==> src/rtl/tinyalu_pkg.sv <==
// tinyalu_pkg: shared types and constants for the memory interface unit.
//   MEM_ADDR_W  byte address width of the main-memory bus
//   MEM_DATA_W  data width of the main-memory bus
//   miu_state_t FSM encodings of the memory interface unit
package tinyalu_pkg;

    localparam int MEM_ADDR_W = 14;
    localparam int MEM_DATA_W = 8;

    typedef enum logic [2:0] {
        MIU_IDLE  = 3'd0,
        MIU_RD    = 3'd1,
        MIU_WR_LO = 3'd2,
        MIU_GAP   = 3'd3,
        MIU_WR_HI = 3'd4,
        MIU_DONE  = 3'd5
    } miu_state_t;

    // True for the states that hold an outstanding memory beat
    function automatic logic is_beat_state(input logic [2:0] st);
        return (st == 3'(MIU_RD)) || (st == 3'(MIU_WR_LO)) || (st == 3'(MIU_WR_HI));
    endfunction

endpackage

==> src/rtl/mem_interface_unit_if.sv <==
// mem_interface_unit_if: groups the instruction-unit handshake and the
// main-memory beat bus of the memory interface unit.
//   IU side    : load, store, Addr, result -> unit; data, mem_done, mem_err <- unit
//   memory side: mem_req, mem_we, mem_addr, mem_wdata <- unit; mem_rdata, mem_resp -> unit
// Modports:
//   master : the memory interface unit itself (drives the memory bus and
//            the completion signals)
//   slave  : its environment (instruction unit plus main memory)
interface mem_interface_unit_if
    import tinyalu_pkg::*;
#(
    parameter int ADDR_W = MEM_ADDR_W,
    parameter int DATA_W = MEM_DATA_W
);
    logic              load;
    logic              store;
    logic [ADDR_W-1:0] Addr;
    logic [15:0]       result;
    logic [DATA_W-1:0] data;
    logic              mem_done;
    logic              mem_err;
    logic              mem_req;
    logic              mem_we;
    logic [ADDR_W-1:0] mem_addr;
    logic [DATA_W-1:0] mem_wdata;
    logic [DATA_W-1:0] mem_rdata;
    logic              mem_resp;

    modport master (
        input  load, store, Addr, result, mem_rdata, mem_resp,
        output data, mem_done, mem_err, mem_req, mem_we, mem_addr, mem_wdata
    );

    modport slave (
        output load, store, Addr, result, mem_rdata, mem_resp,
        input  data, mem_done, mem_err, mem_req, mem_we, mem_addr, mem_wdata
    );

endinterface

==> src/rtl/mem_interface_unit_beat_timer.sv <==
// miu_beat_timer: per-beat wait counter of the memory interface unit.
//   clk, reset_n : clock, synchronous active-low reset
//   clear        : forces the count to zero (unit not waiting on a beat)
//   enable       : a beat cycle passed without a response
//   timeout      : this non-responding cycle is the last one the beat may wait
// The 8-bit count is internal; only the expiry flag leaves the block.
module miu_beat_timer #(
    parameter int TIMEOUT = 255
) (
    input  logic clk,
    input  logic reset_n,
    input  logic clear,
    input  logic enable,
    output logic timeout
);

    localparam logic [7:0] LAST_WAIT = 8'(TIMEOUT - 1);

    logic [7:0] count_r;

    // Wait-cycle counter, restarted whenever no beat is outstanding
    always_ff @(posedge clk) begin
        if (!reset_n) begin
            count_r <= 8'd0;
        end else if (clear) begin
            count_r <= 8'd0;
        end else if (enable) begin
            count_r <= count_r + 8'd1;
        end else begin
            count_r <= count_r;
        end
    end

    // Expiry fires on the TIMEOUT-th unanswered cycle; a response in that
    // same cycle deasserts enable, so it still completes normally.
    assign timeout = enable && (count_r == LAST_WAIT);

endmodule

==> src/rtl/mem_interface_unit.sv <==
// mem_interface_unit: responder for instruction-unit loads/stores that runs
// byte beats on the 8-bit main-memory bus.
//   clk      : clock, all logic on posedge
//   reset_n  : synchronous, active-low reset
//   bus      : mem_interface_unit_if.master
//     load/store/Addr/result      request from the instruction unit
//     data/mem_done/mem_err       completion back to the instruction unit
//     mem_req/mem_we/mem_addr/mem_wdata/mem_rdata/mem_resp  memory beat bus
// A load is one read beat; a store is a low-byte write beat at Addr, one idle
// cycle, then a high-byte write beat at Addr+1. Every beat is guarded by a
// timeout that ends the access with mem_err. All outputs are registered.
module mem_interface_unit
    import tinyalu_pkg::*;
#(
    parameter int ADDR_W  = MEM_ADDR_W,
    parameter int DATA_W  = MEM_DATA_W,
    parameter int TIMEOUT = 255
) (
    input  logic                clk,
    input  logic                reset_n,
    mem_interface_unit_if.master bus
);

    localparam logic [2:0] ST_IDLE  = MIU_IDLE;
    localparam logic [2:0] ST_RD    = MIU_RD;
    localparam logic [2:0] ST_WR_LO = MIU_WR_LO;
    localparam logic [2:0] ST_GAP   = MIU_GAP;
    localparam logic [2:0] ST_WR_HI = MIU_WR_HI;
    localparam logic [2:0] ST_DONE  = MIU_DONE;

    logic [2:0]        state_r;
    logic [DATA_W-1:0] data_r;
    logic [DATA_W-1:0] mem_wdata_r;
    logic [DATA_W-1:0] hi_byte_r;
    logic [ADDR_W-1:0] mem_addr_r;
    logic              mem_done_r;
    logic              mem_err_r;
    logic              mem_req_r;
    logic              mem_we_r;

    logic in_beat_s;
    logic timer_en_s;
    logic timeout_s;

    assign in_beat_s  = is_beat_state(state_r);
    assign timer_en_s = in_beat_s && !bus.mem_resp;

    miu_beat_timer #(
        .TIMEOUT (TIMEOUT)
    ) u_beat_timer (
        .clk     (clk),
        .reset_n (reset_n),
        .clear   (!in_beat_s),
        .enable  (timer_en_s),
        .timeout (timeout_s)
    );

    // Access sequencer and all registered outputs
    always_ff @(posedge clk) begin
        if (!reset_n) begin
            state_r     <= ST_IDLE;
            data_r      <= {DATA_W{1'b0}};
            mem_wdata_r <= {DATA_W{1'b0}};
            hi_byte_r   <= {DATA_W{1'b0}};
            mem_addr_r  <= {ADDR_W{1'b0}};
            mem_done_r  <= 1'b0;
            mem_err_r   <= 1'b0;
            mem_req_r   <= 1'b0;
            mem_we_r    <= 1'b0;
        end else begin
            case (state_r)
                ST_IDLE: begin
                    if (bus.load && !bus.store) begin
                        state_r    <= ST_RD;
                        mem_req_r  <= 1'b1;
                        mem_we_r   <= 1'b0;
                        mem_addr_r <= bus.Addr;
                        data_r     <= {DATA_W{1'b0}};
                    end else if (bus.store && !bus.load) begin
                        state_r     <= ST_WR_LO;
                        mem_req_r   <= 1'b1;
                        mem_we_r    <= 1'b1;
                        mem_addr_r  <= bus.Addr;
                        mem_wdata_r <= bus.result[7:0];
                        hi_byte_r   <= bus.result[15:8];
                    end else if (bus.load && bus.store) begin
                        // Contradictory request: fail it without touching memory
                        state_r    <= ST_DONE;
                        mem_done_r <= 1'b1;
                        mem_err_r  <= 1'b1;
                    end else begin
                        state_r <= ST_IDLE;
                    end
                end

                ST_RD: begin
                    if (bus.mem_resp) begin
                        state_r    <= ST_DONE;
                        data_r     <= bus.mem_rdata;
                        mem_req_r  <= 1'b0;
                        mem_done_r <= 1'b1;
                    end else if (timeout_s) begin
                        state_r    <= ST_DONE;
                        data_r     <= {DATA_W{1'b0}};
                        mem_req_r  <= 1'b0;
                        mem_done_r <= 1'b1;
                        mem_err_r  <= 1'b1;
                    end else begin
                        state_r <= ST_RD;
                    end
                end

                ST_WR_LO: begin
                    if (bus.mem_resp) begin
                        state_r   <= ST_GAP;
                        mem_req_r <= 1'b0;
                    end else if (timeout_s) begin
                        // The high byte is never written after a failed low beat
                        state_r    <= ST_DONE;
                        mem_req_r  <= 1'b0;
                        mem_we_r   <= 1'b0;
                        mem_done_r <= 1'b1;
                        mem_err_r  <= 1'b1;
                    end else begin
                        state_r <= ST_WR_LO;
                    end
                end

                ST_GAP: begin
                    // Address increment wraps within the ADDR_W byte space
                    state_r     <= ST_WR_HI;
                    mem_req_r   <= 1'b1;
                    mem_addr_r  <= mem_addr_r + {{(ADDR_W-1){1'b0}}, 1'b1};
                    mem_wdata_r <= hi_byte_r;
                end

                ST_WR_HI: begin
                    if (bus.mem_resp) begin
                        state_r    <= ST_DONE;
                        mem_req_r  <= 1'b0;
                        mem_we_r   <= 1'b0;
                        mem_done_r <= 1'b1;
                    end else if (timeout_s) begin
                        state_r    <= ST_DONE;
                        mem_req_r  <= 1'b0;
                        mem_we_r   <= 1'b0;
                        mem_done_r <= 1'b1;
                        mem_err_r  <= 1'b1;
                    end else begin
                        state_r <= ST_WR_HI;
                    end
                end

                ST_DONE: begin
                    state_r    <= ST_IDLE;
                    mem_done_r <= 1'b0;
                    mem_err_r  <= 1'b0;
                end

                default: begin
                    state_r    <= ST_IDLE;
                    mem_req_r  <= 1'b0;
                    mem_we_r   <= 1'b0;
                    mem_done_r <= 1'b0;
                    mem_err_r  <= 1'b0;
                end
            endcase
        end
    end

    assign bus.data      = data_r;
    assign bus.mem_done  = mem_done_r;
    assign bus.mem_err   = mem_err_r;
    assign bus.mem_req   = mem_req_r;
    assign bus.mem_we    = mem_we_r;
    assign bus.mem_addr  = mem_addr_r;
    assign bus.mem_wdata = mem_wdata_r;

endmodule

==> src/flat_wrapper.sv <==
// flat-port wrapper written by rule: the top's interface ports become plain ports
module mem_interface_unit_flat import tinyalu_pkg::*;
#(
    parameter int ADDR_W  = MEM_ADDR_W,
    parameter int DATA_W  = MEM_DATA_W,
    parameter int TIMEOUT = 255
)
  (clk, reset_n, bus_load, bus_store, bus_Addr, bus_result, bus_mem_rdata, bus_mem_resp, bus_data, bus_mem_done, bus_mem_err, bus_mem_req, bus_mem_we, bus_mem_addr, bus_mem_wdata);
  mem_interface_unit_if #(.ADDR_W(ADDR_W), .DATA_W(DATA_W)) bus_i ();
  input  logic clk;
  input  logic reset_n;
  input wire logic [$bits(bus_i.load)-1:0] bus_load;
  input wire logic [$bits(bus_i.store)-1:0] bus_store;
  input wire logic [$bits(bus_i.Addr)-1:0] bus_Addr;
  input wire logic [$bits(bus_i.result)-1:0] bus_result;
  input wire logic [$bits(bus_i.mem_rdata)-1:0] bus_mem_rdata;
  input wire logic [$bits(bus_i.mem_resp)-1:0] bus_mem_resp;
  output wire logic [$bits(bus_i.data)-1:0] bus_data;
  output wire logic [$bits(bus_i.mem_done)-1:0] bus_mem_done;
  output wire logic [$bits(bus_i.mem_err)-1:0] bus_mem_err;
  output wire logic [$bits(bus_i.mem_req)-1:0] bus_mem_req;
  output wire logic [$bits(bus_i.mem_we)-1:0] bus_mem_we;
  output wire logic [$bits(bus_i.mem_addr)-1:0] bus_mem_addr;
  output wire logic [$bits(bus_i.mem_wdata)-1:0] bus_mem_wdata;
  assign bus_i.load = bus_load;
  assign bus_i.store = bus_store;
  assign bus_i.Addr = bus_Addr;
  assign bus_i.result = bus_result;
  assign bus_i.mem_rdata = bus_mem_rdata;
  assign bus_i.mem_resp = bus_mem_resp;
  assign bus_data = bus_i.data;
  assign bus_mem_done = bus_i.mem_done;
  assign bus_mem_err = bus_i.mem_err;
  assign bus_mem_req = bus_i.mem_req;
  assign bus_mem_we = bus_i.mem_we;
  assign bus_mem_addr = bus_i.mem_addr;
  assign bus_mem_wdata = bus_i.mem_wdata;
  mem_interface_unit #(.ADDR_W(ADDR_W), .DATA_W(DATA_W), .TIMEOUT(TIMEOUT)) u_core (.clk(clk), .reset_n(reset_n), .bus(bus_i));
endmodule
==> config.mk <==
export PLATFORM = sky130hd
export DESIGN_NAME = mem_interface_unit_flat
export DESIGN_NICKNAME = d
export VERILOG_FILES = /design/src/rtl/tinyalu_pkg.sv /design/src/rtl/mem_interface_unit_if.sv /design/src/rtl/mem_interface_unit_beat_timer.sv /design/src/rtl/mem_interface_unit.sv /design/src/flat_wrapper.sv
export SDC_FILE = /design/constraint.sdc
export NUM_CORES = 1
export LEC_CHECK = 0
export CAP_MARGIN = 20
export CORE_ASPECT_RATIO = 1.4
export CORE_MARGIN = 2
export CORE_UTILIZATION = 32
export DETAILED_ROUTE_END_ITERATION = 6
export GPL_TIMING_DRIVEN = 0
export PLACE_DENSITY = 0.67
export SLEW_MARGIN = 15
export SYNTH_ARGS = -nofsm -noshare
export SYNTH_HDL_FRONTEND = slang
export SYNTH_HIERARCHICAL = 1
export SYNTH_SLANG_ARGS = --single-unit
==> constraint.sdc <==
create_clock -name clk -period 2.5 [get_ports clk]
set_input_delay 0.25 -clock clk [delete_from_list [all_inputs] [get_ports clk]]
set_output_delay 0.25 -clock clk [all_outputs]
set_load 0.005 [all_outputs]
# Word level (Yosys, flattened, before mapping)
# Index checks and enable logic that the tools add are counted.
# totals
register_bits,53
inputBits,43
output_inout_bits,34
word_cells,98
# classes
add_sub_neg,2
n_eq_ne,17
n_mux,40
bitwise_logic,4
n_reduce_logical,25
# ops
op,count
$mux 8,5
$pmux 8 s2,2
$mux 14,2
$pmux 14 s2,1
$mux 3,8
$mux 1,17
$pmux 3 s5,1
$reduce_and 3->1,5
$add 14x1->14 const B,1
$pmux 1 s4,3
$add 8x1->8 const B,1
$eq 8x8->1 const B,1
$ne 2x1->1 const B,4
$ne 2x2->1 const B,4
$eq 3x2->1 const B,2
$eq 3x3->1 const B,2
$ne 3x1->1 const B,2
$reduce_and 6->1,1
$reduce_or 3->1,2
$logic_and 1x1->1,5
$reduce_and 5->1,1
$not 1->1,4
$reduce_and 2->1,2
$reduce_bool 2->1,2
7 further kinds,10

# Depth between registers and ports, before layout
# depth
word_depth,8
mapped_depth,12
ltp_nobuf,10

# Cells and area by module
# Netlist, hierarchy kept.
# by_module_without_submodules
mod,n_inst,cells_per_inst,area_per_inst_um2,seq_area_each_um2
mem_interface_unit,1,291,2304.7,900.9
miu_beat_timer,1,42,369.1,160.2

# Worst setup path after synthesis
# OpenSTA, ideal clock, no wires.
# synth_path
path_type,reg-to-reg
start,register u_core.state_r[2]
end,"register u_core.data_r[0], in the netlist u_core/bus.data[0]"
setup_ps,66
arrival_time_ps,2161
t_required_ps,2434
setup_slack_ps,273
stages_incl_launch_ff,13
path_buffers,2
synth_period_minus_slack_ps,2227
path_cell_list,dfxtp_1 > clkbuf_1 > xnor2_1 > nor2_1 > a21oi_1 > nor2_1 > buf_4 > nand4_1 > nor2_1 > or3b_2 > o211ai_1 > a22oi_1 > nor2_1
# synth_between
elab_chain_len,7
word_cells_on_any_way,13
cone_classes,5 x eq/ne; 1 x mux; 7 x reduce/logical
# synth_rtl
item,line_no,text
from (decl),mem_interface_unit.sv:31,logic [2:0] state_r;
from (signal assigned),mem_interface_unit.sv:61,state_r <= ST_IDLE;
from (signal assigned),mem_interface_unit.sv:74,state_r <= ST_RD;
from (signal assigned),mem_interface_unit.sv:80,state_r <= ST_WR_LO;
$eq 3x1->1 / $eq 3x2->1 (equally long branches),tinyalu_pkg.sv:21,return (st == 3'(MIU_RD)) || (st == 3'(MIU_WR_LO)) || (st == 3'(MIU_WR_HI));
$logic_or 1x1->1,tinyalu_pkg.sv:21,
$logic_or 1x1->1 (*),tinyalu_pkg.sv:21,
$logic_and 1x1->1 (*),mem_interface_unit.sv:46,assign timer_en_s = in_beat_s && !bus.mem_resp;
named net u_core.timer_en_s,mem_interface_unit.sv:42,logic timer_en_s;
$logic_and 1x1->1 (*),mem_interface_unit_beat_timer.sv:36,assign timeout = enable && (count_r == LAST_WAIT);
named net u_core.timeout_s,mem_interface_unit.sv:43,logic timeout_s;
$ne 3x2->1 (no source line) (*),--,
$reduce_and 3->1 (no source line) (*),--,
to (signal assigned),mem_interface_unit.sv:62,data_r <= {DATA_W{1'b0}};
to (signal assigned),mem_interface_unit.sv:78,data_r <= {DATA_W{1'b0}};
to (signal assigned),mem_interface_unit.sv:99,data_r <= bus.mem_rdata;
to (decl),mem_interface_unit.sv:32,logic [DATA_W-1:0] data_r;
# Mark *: on every way through the listed nets, which the timed path passes. The rest lies on a longest branch.
# A chain may end at the register's enable or synchronous reset.

# Worst setup path in the final report
# layout_path
start,register u_core.state_r[0]
end,"register u_core.data_r[2], in the netlist u_core/bus.data[2]"
# The elaborated chain is that of the path after synthesis.

==> results.toml <==
[logic_synthesis]
synth.largest_area_cell = "dfxtp_1"
ys_ff_latch = 53
avgSynthCellArea_um2 = 8.029
synth_seq_area_share_pct = 39.68
synthTopCellsByArea = "dfxtp_1 (40%), nand2_1 (7.3%), nor2_1 (5.1%)"
yosys_most_used_dff = "dfxtp_1"
yosysUniqueCellTypes = 54
syn_area_um2 = 2674
synth_fp_nets = 379
async_flop_share_pct = 0
postSynthCellCount = 333
ys.warnings.count = 6
ys_top_cells_by_count = "dfxtp_1 (53), nand2_1 (52), nor2_1 (36)"
synth_edf_count = 0
synthMostInstantiatedCell = "dfxtp_1"
synth_top_area_share_pct = 39.68

[critical_path]
end_kind = "flop"
worst-path-max-fanout = 10
reg2reg_depth = 13
cp.required_ns = 2.73
reg2reg_slack_ns = 0.17
r2r-end = "u_core/bus.data[2]"
timing.rr.start = "u_core/state_r[0]"
arrival_ns = 2.56
startpoint_type = "flop"
critPathKind = "flop to flop"
cp-startpoint = "u_core/state_r[0]"

[power]
seqPwrFrac_pct = 43.8
power_density_nw_per_um2 = 608.2
leakage_nw = 1.336
p_sw_uw = 674.0
p_clk_share_pct = 30.0
pwr-share-comb_pct = 26.2
ir_drop_v = 0.0003557
p_int_mw = 1.595
finalPower_mw = 2.269
switching_share_pct = 29.71

[drt]
dr.pass1.iters = 5
avgViaCountPerCell = 5.584
via_count = 2898
ant_nets = 0
drt_iter0_drc = 210
wirelength_um = 7996
drc_errors = 0
wire_per_inst_um = 15.41

[die]
io_pins = 77
core_um2 = 8149
rows = 39
die-area_um2 = 9113
initial_core_util_pct = 32.81
die_y_um = 112.2
die_w_um = 81.26

[global_routing]
grt.met2_usage_pct = 31.63
grt_usage_pct = 17.86
grt_overflow_total = 0
antenna_found_initial = 0
grt_most_used_layer = "met2"
grt_util_met3_pct = 2.974
grt_max_degree = 17
grt_pass1_vias = 2832
use_met1_pct = 21.36
grt_pass1_wl_um = 13130

[timing]
slew-limit-headroom_pct = 62.12
worst_pin_slew_ns = 0.5682
finalHoldViolCount = 0
period_minus_slack_ns = 2.331
finalCritPeriodShare_pct = 93.26
clock_skew_ns = 0.004941
hold_ws_ns = 0.4560
slew_viol_final = 0
setup_violations = 0
clock.fmax_mhz = 428.9

[run_status]
status = "finished, final reports clean"

[cts]
clockRootBuffer = "clkbuf_16"
clockBufferDepth = 2
cts_tree = "built"
clock_sinks = 53
clk_pin_slew_worst_paths_ns = 0.07
clk_latency_ns = 0.29
cts.htree.levels = 2
numCtsBuffers = 5

[worst_hold_path]
min_to = "u_core/hi_byte_r[7]"
hold_depth = 2
hold_class = "flop to flop"
min-delay-start = "u_core/hi_byte_r[7]"

[place]
portBuffers = 76
dp_hpwl_um = 5717
gp_congestion = 0.9233

[cells_and_area]
num-nets-final = 462
drive_gt1_share_pct = 7.194
area_growth_pct = 39.49
antenna_cells = 0

[run]
maxCapViolCount = 0
## repair_timing
item                                    CTS  global route
endpoints found under the hold margin     0             0
resized for setup                         1             8
hold buffers                              0             0
gates cloned                              0             0
buffers inserted                          1             0
endpoints found under the setup margin    8            14
## how the worst max path moves through the flow
stage                     slack [ns]                 end
final                           0.17  u_core/bus.data[2]
after global routing         -0.0004  u_core/bus.mem_err
after CTS                       0.05  u_core/bus.data[2]
after detailed placement       -0.18  u_core/bus.data[3]
after global placement         -0.12  u_core/bus.data[6]
after floorplan                 0.27  u_core/bus.data[0]
## cell usage in the layout, fill, tap and decap left out, types with 4 or more instances in the layout
cell type / instances
clkdlybuf4s50_1: 76
nand2_1: 52
dfxtp_1: 52
nor2_1: 34
a21oi_1: 24
clkbuf_1: 14
o21ai_0: 12
a22oi_1: 8
a311oi_1: 8
buf_2: 7
a31oi_1: 7
nand3_1: 6
clkbuf_16: 5
buf_4: 5
nor3_1: 5
o31ai_1: 5
nor2b_1: 5
or3_1: 5
and4_1: 4
and3_1: 4
o221a_1: 4
a32oi_1: 4
inv_1: 4
o211ai_1: 4
nand4_1: 4
a211oi_1: 4
## power by group through the flow
stage / clock [mW] / sequential, mW / combinational (mW)
global placement: 0 / 1.01 / 0.566
global route: 0.723 / 1.00 / 0.652
floorplan: 0 / 0.998 / 0.306
detailed placement: 0 / 1.01 / 0.573
finish: 0.681 / 0.994 / 0.594
CTS: 0.696 / 0.992 / 0.583
## registers in the layout (all words and copies together), names as in the netlist
| register | cells |
|---|---|
| u_core/bus.mem_err | 1 |
| u_core/bus.mem_addr | 14 |
| u_core/hi_byte_r | 8 |
| u_core/bus.mem_wdata | 8 |
| u_core/u_beat_timer/count_r | 8 |
| u_core/state_r | 3 |
| u_core/bus.mem_req | 1 |
| u_core/bus.mem_we | 1 |
| u_core/bus.mem_done | 1 |
| u_core/bus.data | 8 |
## routing by layer
metal	up-vias	routed length, um
met1	1396	3251
met5	-	0
met2	96	4181
met3	12	403
li1	1394	-
met4	0	159
## worst max-delay path, stage by stage (launching register included)
cell      delay, ns
dfxtp_2        0.39
clkbuf_4       0.23
xnor2_2        0.14
nor2_1         0.06
a21oi_1        0.15
nor2_1         0.06
buf_4          0.17
nand4_1        0.09
nor2_2         0.08
or3b_2         0.44
o211ai_1       0.09
buf_4          0.19
a22oi_1        0.08
nor2_1         0.10
## area by class of cell
class                   count  area [um^2]
fillers                   799         4419
multi-input cells         249         1488
flip-flops and latches     53         1062
repair buffers             77        768.2
clock buffers               6        128.9
well taps                 102        127.6
plain buffers              25        121.4
inverters                   5        18.77
clock inverters             2        15.01
## logic make-up (layout without fill, tap and decap cells)
kind of cell             count (synthesis)  in the layout  synth area share [%]
adder cells (fa/ha/maj)                  3              3                 1.404
AO/OA/AOI/OAI                          102            102                 26.67
buffers and inverters                   31            115                 5.147
flip-flops                              53             53                 39.68
XOR/XNOR                                 6              6                 2.247
AND/OR/NAND/NOR                        138            138                 24.85
## per-stage QoR
step	instance area [um^2]	setup WS [ns]	TNS (ns)	cells	util [%]
floorplan	2674	0.2728	0	333	-
global placement	3562	-0.1240	-0.9545	511	43.71
detailed placement	3562	-0.1817	-1.387	511	43.71
CTS	3715	0.04858	0	520	45.59
global route	3730	-0.0003768	-0.0003768	519	45.77
finish	3730	0.1686	0	519	45.77
Note: power is estimated with default switching activity, not from simulation.
